$ cat src/rtl/uart_rx_err_ctrl.sv
// UART RX error-manager sequencer: capture cause, raise IRQ, wait for ACK or auto-clear,
// pulse error_clear, then hold off. Per-type error counters compiled with UART_RX_ERR_CNT_EN.
module uart_rx_err_ctrl #(
   parameter int HOLDOFF_CYCLES = 4
`ifdef UART_RX_ERR_CNT_EN
   ,
   parameter int CNT_W = 8
`endif
) (
   input  logic             clk,
   input  logic             rst_n,
   input  logic [3:0]       err_flags_i,
   input  logic [3:0]       irq_mask_i,
   input  logic             auto_clear_i,
   input  logic             ack_i,
   output logic             error_clear_o,
   output logic             irq_o,
   output logic [3:0]       err_cause_o,
   output logic             overrun_o,
   output logic             busy_o
`ifdef UART_RX_ERR_CNT_EN
   ,
   input  logic             cnt_clr_i,
   output logic [4*CNT_W-1:0] cnt_o
`endif
);

   localparam int HW = $clog2(HOLDOFF_CYCLES);
   localparam logic [HW-1:0] HOLD_INIT = HW'(HOLDOFF_CYCLES - 1);

   typedef enum logic [1:0] {IDLE, PEND, CLEAR, HOLD} state_e;

   state_e          state_q;
   logic [3:0]      prevFlags_q;
   logic [3:0]      cause_q;
   logic            overrun_q;
   logic            irq_q;
   logic            clear_q;
   logic            busy_q;
   logic [HW-1:0]   hold_q;

   logic [3:0]      rise;
   logic [3:0]      live;
   logic [3:0]      riseLive;

   assign rise     = err_flags_i & ~prevFlags_q;
   assign live     = err_flags_i & ~irq_mask_i;
   assign riseLive = rise & ~irq_mask_i;

   // Outputs are registered alongside the state so every transition sets them explicitly.
   always_ff @(posedge clk or negedge rst_n) begin
      if (!rst_n) begin
         state_q     <= IDLE;
         prevFlags_q <= '0;
         cause_q     <= '0;
         overrun_q   <= 1'b0;
         irq_q       <= 1'b0;
         clear_q     <= 1'b0;
         busy_q      <= 1'b0;
         hold_q      <= '0;
      end else begin
         prevFlags_q <= err_flags_i;
         case (state_q)
            IDLE: begin
               if (|live) begin
                  state_q   <= PEND;
                  cause_q   <= live;
                  overrun_q <= 1'b0;
                  irq_q     <= 1'b1;
                  busy_q    <= 1'b1;
               end
            end
            PEND: begin
               cause_q <= cause_q | riseLive;
               if (|riseLive) begin
                  overrun_q <= 1'b1;
               end
               if (ack_i || auto_clear_i) begin
                  state_q <= CLEAR;
                  irq_q   <= 1'b0;
                  clear_q <= 1'b1;
               end
            end
            CLEAR: begin
               state_q <= HOLD;
               clear_q <= 1'b0;
               hold_q  <= HOLD_INIT;
            end
            HOLD: begin
               if (|riseLive) begin
                  overrun_q <= 1'b1;
               end
               if (hold_q == '0) begin
                  state_q <= IDLE;
                  busy_q  <= 1'b0;
               end else begin
                  hold_q <= hold_q - 1'b1;
               end
            end
            default: begin
               state_q <= IDLE;
               irq_q   <= 1'b0;
               clear_q <= 1'b0;
               busy_q  <= 1'b0;
            end
         endcase
      end
   end

   assign error_clear_o = clear_q;
   assign irq_o         = irq_q;
   assign err_cause_o   = cause_q;
   assign overrun_o     = overrun_q;
   assign busy_o        = busy_q;

`ifdef UART_RX_ERR_CNT_EN
   logic [CNT_W-1:0] cnt_q [4];
   logic [CNT_W-1:0] cnt_d [4];

   // Saturating counters see every rising flag regardless of mask or state; clear beats increment.
   always_comb begin
      for (int i = 0; i < 4; i++) begin
         cnt_d[i] = cnt_q[i];
         if (cnt_clr_i) begin
            cnt_d[i] = '0;
         end else if (rise[i] && (cnt_q[i] != '1)) begin
            cnt_d[i] = cnt_q[i] + 1'b1;
         end
      end
   end

   always_ff @(posedge clk or negedge rst_n) begin
      if (!rst_n) begin
         for (int i = 0; i < 4; i++) begin
            cnt_q[i] <= '0;
         end
      end else begin
         for (int i = 0; i < 4; i++) begin
            cnt_q[i] <= cnt_d[i];
         end
      end
   end

   assign cnt_o = {cnt_q[3], cnt_q[2], cnt_q[1], cnt_q[0]};
`endif

endmodule
$ cat config.mk
export PLATFORM = sky130hd
export DESIGN_NAME = uart_rx_err_ctrl
export DESIGN_NICKNAME = d
export VERILOG_FILES = /design/src/rtl/uart_rx_err_ctrl.sv
export SDC_FILE = /design/constraint.sdc
export NUM_CORES = 1
export LEC_CHECK = 0
export BUFFER_PORTS_ARGS = -buffer_cell sky130_fd_sc_hd__buf_2
export CORE_ASPECT_RATIO = 1.2
export CORE_MARGIN = 10
export CORE_UTILIZATION = 51
export CTS_BUF_LIST = sky130_fd_sc_hd__clkbuf_16
export CTS_CLUSTER_SIZE = 10
export DETAILED_ROUTE_END_ITERATION = 10
export GPL_ROUTABILITY_DRIVEN = 1
export PLACE_DENSITY = 0.84
export SYNTH_ARGS = -nofsm -noshare
export SYNTH_HDL_FRONTEND = slang
export SYNTH_SLANG_ARGS = --single-unit
export TNS_END_PERCENT = 5
$ cat constraint.sdc
create_clock -name clk -period 2.15 [get_ports clk]
set_clock_uncertainty 0.15 [all_clocks]
set_input_delay 0.3225 -clock clk [delete_from_list [all_inputs] [get_ports clk]]
set_output_delay 0.3225 -clock clk [all_outputs]
set_load 0.02 [all_outputs]
==> metrics <==
multi-input logic area=438 um2; Final Non-Filler Cells=123; overall global routing resource usage=0.109; Die W=57.9 um; maximum VDD drop=656 uV; clock latency on the worst-skew pair=approximately 0.24 ns; nature of the critical path startpoint=register; core box area=approximately 1600 um2; Clock Pin Slew Worst Setup and Hold Paths=0.05 ns; placed insts=~120; kind of critical path=reg2reg; full die area=3790 um2; post-route ant nets=0; mapped cell area=just under 900 um2; status=finished, final reports clean; remaining routing DRC violations=0; final RePlAce weighted congestion=0.866; Worst EP arrival=approximately 1.8 ns; utilization after layout=0.662; Synth Net Count=slightly above 100; total number of vias=just over 700; Worst path max stage delay=about 0.46 ns; ys flop type=dfrtp_1; max_cap viols=0; Min-Delay Path Class=in2reg; setup TNS=0 ns; grt ovf=0; wire per inst=around 15 um; drt first pass iters=4; #FFs+latches synth=16; FILL cells=130; post-route cell area=1090 um2; Met3 Routed Length=124 um; Critical-path top delay cell=a222oi_1; Die H=65.5 um; hold_sp=err_flags_i[0]; final antenna diode count=0; Post-synth EDFFs=0; r2r setup slk=0.28 ns; Tightest Pin Transition=0.455 ns; post-synth cell types=28; top routing layer in use=met4; CTS tree=built; critical-path cell list=inv_1 > ha_1 > a222oi_1 > mux2_1; First DRT Iteration DRCs=7; Hold Path Depth=1; CTS buffer count=3; Final Slew Violations=0; worst reg2reg path depth=4; Setup Buffers After CTS=0; vias in the first global route=between 700 and 800; critical path required time=2.12 ns; Placement Cell Area=around 1000 um2; Resized Gates After CTS=0; clk buf depth=2; register area share after synthesis=0.455; Metal-1 WL=682 um; Slew HR=0.697; number of cell rows=16; Final min period=1.87 ns; period utilisation layout=0.868; syn_area_per_cell=approximately 11 um2; reg-to-reg startpoint=state_q[0]$_DFFE_PN0P_; largest net degree at the start of global routing=17; # setup viols final=0; Synth warnings=0; nets=125; unrepaired setup endpoints after global routing=no; Seq. cell area=400 um2; Max Freq=~540 MHz; HPWL after detailed placement=1480 um; met2 WL=between 900 and 1000 um; CP endpoint kind=register; Clock Root Buffer=clkbuf_16; I/O Buffers=19; H-tree depth=1; CTS Sinks=16; Endpoint, Worst Hold=prevFlags_q[0]$_DFF_PN0_; FFs w/ async S/R, synth=1.00; Initial Utilization=0.536; fraction of layout cells with a size suffix above 1=0.286; vias per cell=5.85; Cells after Synth=83; antenna violations before repair=0; PwrDens=1450 nW/um2; total wire length=between 1500 and 2000 um; CP Max Fanout=5; first-pass GRT wire length=3330 um; Hold Fails Final Rpt=0; Layout area overhead=23.5%; boundary pin count=20; P_leak=0.547 nW; RR Endpoint=state_q[1]$_DFFE_PN0P_
## cells by family (layout without fill, tap and decap cells)
group	count (synthesis)	after routing	synth area share
mux	5	5	0.0597
simple gates	22	22	0.171
flops	16	16	0.455
compound gates	23	23	0.182
buf+inv	11	33	0.0469
fa+ha+maj	6	6	0.0853
## cell usage in the layout (no fill, tap or decap), drive strengths merged, types with 3 or more instances in the layout
| cell | n |
|---|---|
| nand2b | 4 |
| a31oi | 4 |
| mux2i | 3 |
| o21ai | 5 |
| nor3b | 4 |
| nor2 | 9 |
| buf | 21 |
| inv | 7 |
| a211oi | 3 |
| dfrtp | 16 |
| clkbuf | 3 |
| ha | 6 |
## state kept, by name, summed over array words and instances (netlist names)
| register | flops |
|---|---|
| state_q | 2 |
| overrun_o | 1 |
| err_cause_o | 4 |
| prevFlags_q | 4 |
| hold_q | 2 |
| irq_o | 1 |
| busy_o | 1 |
| error_clear_o | 1 |
## final cells by class
| cell class | instances | share of cell area |
|---|---|---|
| Inverter | 8 | 0.0276 |
| Multi-Input combinational cell | 56 | 0.403 |
| Sequential cell | 16 | 0.369 |
| Clock buffer | 3 | 0.0691 |
| Timing Repair Buffer | 22 | 0.111 |
| Tap cell | 18 | 0.0207 |
## cells in the mapped netlist, types with 2 or more instances
cell type	number	area (um2)
nor3b_1	4	30.0
a21oi_1	2	10.0
nand2b_4	4	55.1
nor2_1	9	33.8
a211oi_1	3	22.5
a21o_1	2	15.0
mux2i_1	3	30.0
a31oi_1	4	25.0
dfrtp_1	16	400
inv_1	7	26.3
ha_1	6	75.1
clkbuf_1	3	11.3
o21ai_0	4	20.0
a22o_1	2	17.5
## layer usage
layer | track usage | vias up
li1 | - | 350
met1 | 0.106 | 344
met2 | 0.190 | 18
met3 | 0.0327 | 8
met4 | 0.0824 | 0
met5 | 0 | -
## stage by stage
stage	hold slack [ns]	worst slack [ns]	power [mW]
2_1_floorplan	-0.123	0.236	1.01
3_3_place_gp	0.105	0.288	1.20
3_5_place_dp	0.102	0.229	1.23
4_1_cts	0.0879	0.268	1.59
5_1_grt	0.0954	0.140	1.72
6_report	0.0893	0.283	1.57
## critical path: cells and delay by family (launching register included)
family,cells,cell delay [ns]
buffers and inverters,1,0.12
adder cells (fa/ha/maj),1,0.23
flip-flops,1,0.42
multiplexers,1,0.37
AO/OA/AOI/OAI,1,0.46
## repair_timing
action,4_1_cts,5_1_grt
hold endpoints to repair,16,0
hold buffers,1,0
setup endpoints to repair,0,0
## where the power goes
group          switching, mW  total (mW)  internal, mW
clock                  0.107       0.350         0.243
sequential            0.0746       0.494         0.420
combinational          0.420       0.730         0.310
total                  0.602        1.57         0.973
## worst max-delay path by stage
stage,end,slack (ns),start,cells past startpoint
floorplan,state_q[1]$_DFFE_PN0P_,0.24,state_q[0]$_DFFE_PN0P_,5
global placement,state_q[1]$_DFFE_PN0P_,0.29,irq_mask_i[0],5
detailed placement,state_q[1]$_DFFE_PN0P_,0.23,irq_mask_i[0],5
CTS,state_q[1]$_DFFE_PN0P_,0.27,state_q[0]$_DFFE_PN0P_,4
global route,state_q[1]$_DFFE_PN0P_,0.14,state_q[0]$_DFFE_PN0P_,4
finish,state_q[1]$_DFFE_PN0P_,0.28,state_q[0]$_DFFE_PN0P_,4
No activity file was read; power rests on OpenSTA's default activity.
